File: config.mk
export PLATFORM = sky130hd
export DESIGN_NAME = seq_shift_add_multiplier
export DESIGN_NICKNAME = d
export VERILOG_FILES = /design/src/rtl/seq_shift_add_multiplier.sv
export SDC_FILE = /design/constraint.sdc
export NUM_CORES = 1
export LEC_CHECK = 0
export CAP_MARGIN = 20
export CORE_MARGIN = 10
export CORE_UTILIZATION = 50
export CTS_CLUSTER_SIZE = 14
export DETAILED_ROUTE_END_ITERATION = 12
export PLACE_DENSITY = 0.78
export REMOVE_ABC_BUFFERS = 1
export SLEW_MARGIN = 20
export SYNTH_ARGS = -nofsm -noshare
export SYNTH_HDL_FRONTEND = slang
export SYNTH_SLANG_ARGS = --single-unit
File: constraint.sdc
create_clock -name clk -period 1.9 [get_ports clk]
set_clock_uncertainty 0.05 [all_clocks]
set_input_delay 0.57 -clock clk [delete_from_list [all_inputs] [get_ports clk]]
set_output_delay 0.57 -clock clk [all_outputs]
set_load 0.02 [all_outputs]
File: src/rtl/seq_shift_add_multiplier.sv
// seq_shift_add_multiplier
//   Multi-cycle shift-and-add multiplier with per-operation unsigned or
//   two's-complement signed mode. Each operation processes one multiplier
//   bit per clock. Latency is fixed at WIDTH+1 cycles from the start edge
//   to the done edge.
//
// Ports
//   clk          rising-edge clock
//   rst          synchronous, active-high reset
//   start        operation request, accepted in IDLE or in the done cycle
//   signed_mode  0 = unsigned, 1 = two's-complement signed (captured with start)
//   a            multiplicand (captured with start)
//   b            multiplier   (captured with start)
//   busy         high while an operation is in progress
//   done         one-cycle pulse, product valid
//   product      2*WIDTH-bit result, held until the next completion
module seq_shift_add_multiplier #(
  parameter int WIDTH = 8
) (
  input  logic                 clk,
  input  logic                 rst,
  input  logic                 start,
  input  logic                 signed_mode,
  input  logic [WIDTH-1:0]     a,
  input  logic [WIDTH-1:0]     b,
  output logic                 busy,
  output logic                 done,
  output logic [2*WIDTH-1:0]   product
);

  localparam int CNT_W = $clog2(WIDTH + 1);

  typedef enum logic [1:0] {IDLE, CALC, DONE} state_t;

  state_t             state;
  logic [WIDTH-1:0]   mcand;
  logic [WIDTH-1:0]   mplier;
  logic [2*WIDTH:0]   acc;
  logic               neg;
  logic [CNT_W-1:0]   cnt;
  logic [WIDTH:0]     upper_sum;

  // Magnitude of an operand as a WIDTH-bit unsigned value. The most-negative
  // signed value maps to 2^(WIDTH-1), which is representable unsigned.
  function automatic logic [WIDTH-1:0] magnitude(input logic [WIDTH-1:0] x,
                                                 input logic             sm);
    logic signed [WIDTH-1:0] xs;
    xs = x;
    if (sm && xs < 0)
      return ~x + WIDTH'(1);
    else
      return x;
  endfunction

  // Re-apply the result sign over the full product width.
  function automatic logic [2*WIDTH-1:0] apply_sign(input logic [2*WIDTH-1:0] m,
                                                    input logic               n);
    if (n)
      return ~m + (2*WIDTH)'(1);
    else
      return m;
  endfunction

  // Upper half plus optional multiplicand; the extra bit keeps the carry.
  always_comb begin
    upper_sum = '0;
    upper_sum = {1'b0, acc[2*WIDTH-1:WIDTH]} +
                {1'b0, (mplier[0] ? mcand : {WIDTH{1'b0}})};
  end

  always_ff @(posedge clk) begin
    if (rst) begin
      state   <= IDLE;
      busy    <= 1'b0;
      done    <= 1'b0;
      product <= '0;
      mcand   <= '0;
      mplier  <= '0;
      acc     <= '0;
      neg     <= 1'b0;
      cnt     <= '0;
    end else begin
      done <= 1'b0;
      case (state)
        IDLE, DONE: begin
          if (start) begin
            mcand <= magnitude(a, signed_mode);
            mplier <= magnitude(b, signed_mode);
            neg    <= signed_mode & (a[WIDTH-1] ^ b[WIDTH-1]);
            acc    <= '0;
            cnt    <= '0;
            busy   <= 1'b1;
            state  <= CALC;
          end else begin
            state <= IDLE;
          end
        end
        CALC: begin
          if (cnt == CNT_W'(WIDTH)) begin
            // All bits consumed: the extra edge registers the signed result.
            // A zero magnitude negates to zero, so no negative zero appears.
            product <= apply_sign(acc[2*WIDTH-1:0], neg);
            done    <= 1'b1;
            busy    <= 1'b0;
            state   <= DONE;
          end else begin
            acc    <= {upper_sum, acc[WIDTH-1:0]} >> 1;
            mplier <= mplier >> 1;
            cnt    <= cnt + CNT_W'(1);
          end
        end
        default: begin
          state <= IDLE;
          busy  <= 1'b0;
        end
      endcase
    end
  end

endmodule

==> impl_metrics.env <==
export IMPL_dr_first_iter_drc_count=190
export IMPL_yosysSeqAreaShare_pct=38.7
export IMPL_max_clock_freq_mhz=491
export IMPL_synth_area_leaders="dfxtp_1 39%, xor2_1 5.9%, ha_1 5.5%"
export IMPL_syn_area_um2=2950
export IMPL_power_mw=2.93
export IMPL_ios=38
export IMPL_maxSlewViolCount=0
export IMPL_reg2reg_from="mcand[0]$_SDFFE_PP0P_"
export IMPL_crit_path_start="mcand[0]$_SDFFE_PP0P_"
export IMPL_grt_max_degree=32
export IMPL_max_stage_delay_ps=390
export IMPL_place_inst=487
export IMPL_core_um2=5610
export IMPL_setup_slack_ps=-135
export IMPL_drv_cap=0
export IMPL_setup_viol=6
export IMPL_ys_seq_elements=57
export IMPL_hold_start="mplier[2]$_SDFFE_PP0P_"
export IMPL_cts_root_buffer="clkbuf_8"
export IMPL_die_height_um=96.8
export IMPL_clkLatencyLatePin_ps=350
export IMPL_clockPowerShare_pct=44.4
export IMPL_p_switching_mw=0.710
export IMPL_synth_distinct_cells=46
export IMPL_seq_power_share_pct=43.2
export IMPL_fin_crit_sh_pct=107
export IMPL_antenna_cells=0
export IMPL_cts_num_sinks=57
export IMPL_syn_inst=343
export IMPL_worst_pin_slew_ps=687
export IMPL_hold_violations=0
export IMPL_cts_buffers=9
export IMPL_avgSynthCellArea_um2=8.60
export IMPL_drc=0
export IMPL_required_ps=2070
export IMPL_synth_commonest_cells="57 x dfxtp_1, 40 x nor2_1, 27 x nand2_1"
export IMPL_antenna_found_initial=0
export IMPL_gr_total_overflow=0
export IMPL_cts_htree_levels=3
export IMPL_async_flop_share_pct=0
export IMPL_yosysWarnings=0
export IMPL_p_leak_nw=1.74
export IMPL_antenna_left=0
export IMPL_die_w_um=96.8
export IMPL_path_clk_slew_ps=70
export IMPL_hpwlAfterDp_um=5070
export IMPL_via_per_inst=5.64
export IMPL_critical_path_class="reg -> reg"
export IMPL_power_density_nw_per_um2=711
export IMPL_clockBufferDepth=2
export IMPL_area_growth_pct=39.4
export IMPL_holdBufCountCts=0
export IMPL_crit_buf_inv=0
export IMPL_swShare_pct=24.3
export IMPL_arrival_ps=2200
export IMPL_reg2reg_to="acc[15]$_SDFFE_PP0P_"
export IMPL_combPwrFrac_pct=12.4
export IMPL_gp_congestion=0.818
export IMPL_drive_gt1_share_pct=24.1
export IMPL_drt_wl_total_um=7510
export IMPL_violations="setup timing"
export IMPL_critPathCaptureType="flip-flop"
export IMPL_critPathTopFamily="compound AO/OA/AOI/OAI gates"
export IMPL_rsz0062_at_grt="yes"
export IMPL_die_area_um2=9370
export IMPL_holdPathStages=2
export IMPL_synth_ff_type="dfxtp_1"
export IMPL_layout_min_cycle_time_ps=2040
export IMPL_slew_headroom_pct=54.2
export IMPL_rows=27
export IMPL_cts_tree="built"
export IMPL_hp_class="reg -> reg"
export IMPL_grtUsageTotal_pct=14.5
export IMPL_crit_path_end="acc[15]$_SDFFE_PP0P_"
export IMPL_start_util_pct=52.6
export IMPL_synth_top_area_share_pct=38.7
export IMPL_finalNonFillerCells=507
export IMPL_fin_setup_tns_ps=-476
export IMPL_drt_pass1_iterations=5
export IMPL_vias=2860
export IMPL_vdd_drop_max_mv=0.411
export IMPL_crit_cells=8
export IMPL_synth_edf_count=0
export IMPL_dpl_worst_slack_ps=-307
export IMPL_crit_fanout=3
export IMPL_r2r_slack_ps=-140
export IMPL_status="finished with violations"
export IMPL_port_buffers=37
export IMPL_final_core_utilization_pct=73.4
export IMPL_cp_cell_sequence="and2_4 -> ha_4 -> fa_2 -> a21o_1 -> o21ba_2 -> o22ai_2 -> nand2b_1 -> a2111oi_2"
export IMPL_grt_pass1_vias=2740
export IMPL_slowest_stage="fa_2"
export IMPL_layout_nets=464
export IMPL_grt_first_pass_wirelength_um=11800
export IMPL_p_int_mw=2.22
export IMPL_routedWlPerCell_um=14.8
export IMPL_yosys_area_top_type="dfxtp_1"
export IMPL_synth_most_common_cell="dfxtp_1"
export IMPL_worst_setup_path_start_kind="flip-flop"
export IMPL_rr_worst_depth=8
## worst min path at each step
stage | slack [ps] | end
2_1_floorplan | 380 | mcand[0]$_SDFFE_PP0P_
3_3_place_gp | 390 | mcand[0]$_SDFFE_PP0P_
3_5_place_dp | 390 | mcand[0]$_SDFFE_PP0P_
4_1_cts | 400 | mcand[0]$_SDFFE_PP0P_
5_1_grt | 440 | mplier[4]$_SDFFE_PP0P_
6_report | 410 | mplier[2]$_SDFFE_PP0P_
## flip-flops by register name, summed over array words and instances (netlist names)
name,flops
acc,16
product,16
mcand,8
mplier,8
cnt,4
state,2
busy,1
done,1
neg,1
## area by class of cell
| type | count | area (um^2) |
|---|---|---|
| repair buffers | 92 | 766 |
| clock buffers | 11 | 151 |
| fillers | 436 | 1490 |
| inverters | 9 | 33.8 |
| well taps | 72 | 90.1 |
| clock inverters | 5 | 77.6 |
| flip-flops and latches | 57 | 1140 |
| multi-input cells | 261 | 1850 |
## power groups by stage
stage          logic [mW]  clock network, mW  registers, mW
4_1_cts             0.345               1.31           1.26
5_1_grt             0.401               1.36           1.27
2_1_floorplan       0.156                  0           1.28
6_report            0.363               1.30           1.26
3_3_place_gp        0.332                  0           1.29
3_5_place_dp        0.340                  0           1.29
## worst register-to-register path: stages (launching register included)
cell	delay, ps
dfxtp_2	320
and2_4	160
ha_4	160
fa_2	390
a21o_1	220
o21ba_2	230
o22ai_2	140
nand2b_1	170
a2111oi_2	70
## repair_timing
| action | CTS | global route |
|---|---|---|
| buffers inserted | 1 | 3 |
| setup endpoints to repair | 35 | 22 |
| pin swaps | 3 | 13 |
| gates resized for setup | 26 | 21 |
| gates cloned | 0 | 0 |
## through the flow
| step | instance area, um^2 | hold slack, ps |
|---|---|---|
| 2_1_floorplan | 2890 | 376 |
| 5_1_grt | 4110 | 441 |
| 3_5_place_dp | 3740 | 393 |
| 3_3_place_gp | 3740 | 390 |
| 6_report | 4110 | 410 |
| 4_1_cts | 3980 | 402 |
## routing by layer
layer	wire [um]	GRT usage [%]
met2	3670	24.6
met5	0	0
met1	3130	15.9
met3	484	4.40
met4	231	7.44
## kinds of logic after synthesis
kind of cell | Yosys count | share of synthesized area [%]
compound gates | 93 | 22.5
xor+xnor | 26 | 7.72
fa+ha+maj | 14 | 6.19
buf+inv | 25 | 3.18
flops | 57 | 38.7
mux | 1 | 0.339
simple gates | 127 | 21.4
## placed cells by master (no fill, tap or decap), drive strengths merged, types with 13 or more instances in the layout
master and n:
clkdlybuf4s50 20, xor2 20, ha 13, a22o 13
dfxtp 57, buf 55, nor2 40, dlygate4sd2 17
a211oi 20, o21ai 13, nand2 27, a21oi 17
nand3 15
(Power assumes the default switching activity.)
==> patch 1: new RTL, same flow settings <==
Register the inputs `start`, `signed_mode`, `a` and `b` before use, with the module's reset. The logic sees them one clock later. Comments in the files are not updated.
--- a/src/rtl/seq_shift_add_multiplier.sv
+++ b/src/rtl/seq_shift_add_multiplier.sv
@@ -33,2 +33,21 @@
   typedef enum logic [1:0] {IDLE, CALC, DONE} state_t;
+
+  logic start_q;
+  logic signed_mode_q;
+  logic [WIDTH-1:0] a_q;
+  logic [WIDTH-1:0] b_q;
+
+  always_ff @(posedge clk) begin
+    if (rst) begin
+      start_q       <= '0;
+      signed_mode_q <= '0;
+      a_q           <= '0;
+      b_q           <= '0;
+    end else begin
+      start_q       <= start;
+      signed_mode_q <= signed_mode;
+      a_q           <= a;
+      b_q           <= b;
+    end
+  end
 
@@ -85,6 +104,6 @@
         IDLE, DONE: begin
-          if (start) begin
-            mcand <= magnitude(a, signed_mode);
-            mplier <= magnitude(b, signed_mode);
-            neg    <= signed_mode & (a[WIDTH-1] ^ b[WIDTH-1]);
+          if (start_q) begin
+            mcand <= magnitude(a_q, signed_mode_q);
+            mplier <= magnitude(b_q, signed_mode_q);
+            neg    <= signed_mode_q & (a_q[WIDTH-1] ^ b_q[WIDTH-1]);
             acc    <= '0;
Formal check against the unedited RTL: not equivalent (Yosys sat finds a counterexample within 4 cycles, from zero or initial values and one cycle with rst high).
==> patch 1 against the unedited design <==
  * The flow still finishes with violations (negative setup slack)
  * Worst setup slack better by 11 ps
  * Design area increased by 9.6%
  * Sequential cell count rose by 18
  * Count of clock-buffer cells in the layout is the same
  * Routed wire length decreased by 0.75%
  * Synthesized area grew 18%
  * Power grew 3.2%
  * First-iteration DRC count shrank 55%
  * Cell count grew 10%
==> patch 1: results (changes against the unedited design) <==
[outcome]
violations = negative setup slack
outcome = finished, violations left

[setup_path]
cp_top_family = simple AND/OR/NAND/NOR gates
timing.rr.end = product[15]$_SDFFE_PP0P_
crit_slowest_cell = or4b_4
worstRegToRegCells = 5  ; -3
r2r-start = acc[7]$_SDFFE_PP0P_
slowest_delay_ps = 560  ; +170 ps

[global_route]
grtUsageMet3_pct = 3.99  ; -0.41 points
met1_usage_pct = 15.4  ; -0.55 points
grt_pass1_wl_um = 12200  ; +3.5%

[synth]
ys_top_cells_by_count = 75 x dfxtp_1, 41 x nor2_1, 38 x nand2_1
avgSynthCellArea_sq_um = 8.60  ; about the same
ys_top_cells_by_area = dfxtp_1 43%, xor2_1 6.3%, a21oi_1 5.1%, ha_1 4.7%, nor2_1 4.4%
synthAdderAreaFrac_pct = 5.27  ; -0.92 points
synth_compound_gate_area_share_pct = 17.0  ; -5.4 points

[cells_and_area]
n_fill_cell = 583  ; +34%
fin_nets = 507  ; +9.3%
layout.cells.non_filler = 558  ; +10%

[timing]
setup_viol = 5  ; -1
fin_ws_ps = -125  ; +10.8 ps

[placement]
dpl.cell_count = 537  ; +10%
gp_congestion = 0.897  ; +9.7%

[pwr]
p_leak_nw = 1.84  ; +5.7%
peakVddDrop_uv = 632  ; +54%

[drt]
first_pass_iters = 4  ; -1

## patch 1: power breakdown
part           leakage [nW]  switching [W]  internal (W)
Clock                0.0928       0.000576      0.000503
Sequential            0.614      0.0000386       0.00162
Combinational          1.14       0.000149      0.000138
Total                  1.84       0.000764       0.00226
## patch 1: cell families (layout without fill, tap and decap cells)
logic type / after synthesis / after routing
simple gates: 162 / 162
compound gates: 89 / 89
flops: 75 / 75
xor+xnor: 31 / 31
buf+inv: 31 / 106
fa+ha+maj: 14 / 14
mux: 1 / 1
## patch 1: layer usage
metal | share of wire (%) | vias to the layer above
li1 | - | 1547
met4 | 1.9 | 0
met1 | 45 | 1401
met5 | 0 | -
met3 | 4.1 | 14
met2 | 49 | 56
## patch 1: final cells by class
| class | instances | area (sq um) | share of cell area [%] |
|---|---|---|---|
| Multi-Input combinational cell | 297 | 2000 | 44.3 |
| Sequential cell | 75 | 1510 | 33.5 |
| Timing Repair Buffer | 82 | 704 | 15.6 |
| Clock buffer | 11 | 141 | 3.14 |
| Tap cell | 80 | 100 | 2.22 |
| Inverter | 8 | 30.0 | 0.666 |
| Clock inverter | 5 | 28.8 | 0.638 |
## patch 1: through the flow
step                      setup WS (ps)  instance area (sq um)  total power (W)  TNS (ps)
after global placement             -165                   4160          0.00195      -400
after CTS                          -142                   4380          0.00303      -406
after floorplan                    -153                   3380          0.00182     -3190
after global routing               -203                   4510          0.00315      -770
final                              -125                   4510          0.00302      -371
after detailed placement           -236                   4160          0.00196      -733
## patch 1: timing repair
item,CTS,global route
endpoints found under the setup margin,26,10
gates cloned,0,0
setup buffers,1,4
gates resized for setup,28,25
pin swaps,7,16
## patch 1: worst register-to-register path: stages, from the launching register on
cell,delay (ps)
dfxtp_1,310
or4_4,530
or4b_4,560
o31ai_4,190
xor2_1,90
a211oi_1,200
==> patch 2: new RTL, same settings <==
Without the edit above. Re-encode `state_t` (3 states) as one-hot, 3 bits wide.
--- a/src/rtl/seq_shift_add_multiplier.sv
+++ b/src/rtl/seq_shift_add_multiplier.sv
@@ -32,3 +32,3 @@
 
-  typedef enum logic [1:0] {IDLE, CALC, DONE} state_t;
+  typedef enum logic [2:0] {IDLE = 3'b001, CALC = 3'b010, DONE = 3'b100} state_t;
 
Check against the original RTL: no difference found for any inputs over 10 cycles, from zero or initial values and one cycle with rst high; not proved beyond that.
==> patch 2 against the unedited design <==
  * The flow still finishes with violations (negative setup slack)
  * Power down 8.1%
  * Sequential cell count up 1
  * Global-route usage up 0.38 points
  * First-iteration DRC count down 20%
  * Cell count up 2.8%
  * Worst setup slack better by 110 ps
  * Highest routed layer unchanged
  * Largest power group is now registers
  * Routed wire length down 1.8%
  * Non-clock buffer count down 1
  * Synthesized area up 3.7%
  * Critical path depth unchanged
  * Design area up 0.76%
==> patch 2: results (changes against the unedited design) <==
[global_route]
grt_max_degree = 40  ; +25%
grt_pass1_vias = 2835  ; +3.5%
grt_pass1_wl_um = 12300  ; +4.0%
grtUsageMet3_pct = 4.86  ; +0.46 points
gr-usage-all-layers_pct = 14.9  ; +0.38 points
met1_usage_pct = 16.2  ; +0.29 points

[placement]
gp_congestion = 0.819  ; about the same
pre_cts_ws_ps = -225  ; +82.0 ps
place_area_sq_um = 3830  ; +2.6%

[outcome]
outcome = finished, violations left
violations = negative setup slack

[pwr]
p_leak_nw = 1.77  ; +1.5%
peakVddDrop_uv = 439  ; +6.9%
internal_power_w = 0.00202  ; -8.7%
p_sw_w = 0.000665  ; -6.3%

[timing]
fin_ws_ps = -22.2  ; +113 ps
setup_viol = 2  ; -4
setup_tns_ps = -25.8  ; +450 ps

[setup_path]
slowest_delay_ps = 350  ; -40 ps
crit_arrival_ps = 2130  ; -70 ps
endpoint = acc[13]$_SDFFE_PP0P_

[cells_and_area]
n_fill_cell = 477  ; +9.4%
drive_above_1_share_pct = 21.1  ; -3.1 points

[min_path]
hold_start = mplier[4]$_SDFFE_PP0P_

[drt]
wl_met3_um = 406  ; -16%
vias = 2881  ; +0.73%
first_pass_iters = 4  ; -1
met1_length_um = 3290  ; +5.2%
routed_wl_um = 7380  ; -1.8%

[synth]
ys_seq_area_share_pct = 38.0  ; -0.72 points
synth_xor_area_share_pct = 8.59  ; +0.87 points
ys_top_cells_by_area = dfxtp_1 38%, nor2_1 6.0%, xor2_1 6.0%, ha_1 5.3%, a211oi_1 4.4%

==> patch 2: changes by cell type in the layout (fill, tap and decap cells not counted), sizes merged, moves of 4 or more <==
| cell | delta |
|---|---|
| a21oi | +5 |
| nand3 | -10 |
| nand4b | -4 |
| a22o | -13 |
| a22oi | +14 |
| nor2 | +12 |
| nand2 | -5 |
==> patch 2: cell families (layout without fill, tap and decap cells) <==
group,after synthesis,count (layout)
simple gates,122,122
compound gates,100,100
flops,58,58
buf+inv,33,118
xor+xnor,30,30
fa+ha+maj,14,14
mux,4,4
==> patch 2: cell type report <==
class | instances | share of cell area (%)
clock inverters | 2 | 0.241
well taps | 75 | 2.26
clock buffers | 13 | 4.32
multi-input cells | 270 | 45.0
repair buffers | 91 | 19.0
inverters | 12 | 1.09
flip-flops and latches | 58 | 28.1
==> patch 2: timing repair <==
| item | in CTS | in global routing |
|---|---|---|
| setup buffers | 1 | 4 |
| pin swaps | 9 | 13 |
| gates resized for setup | 25 | 15 |
| endpoints found under the setup margin | 21 | 9 |
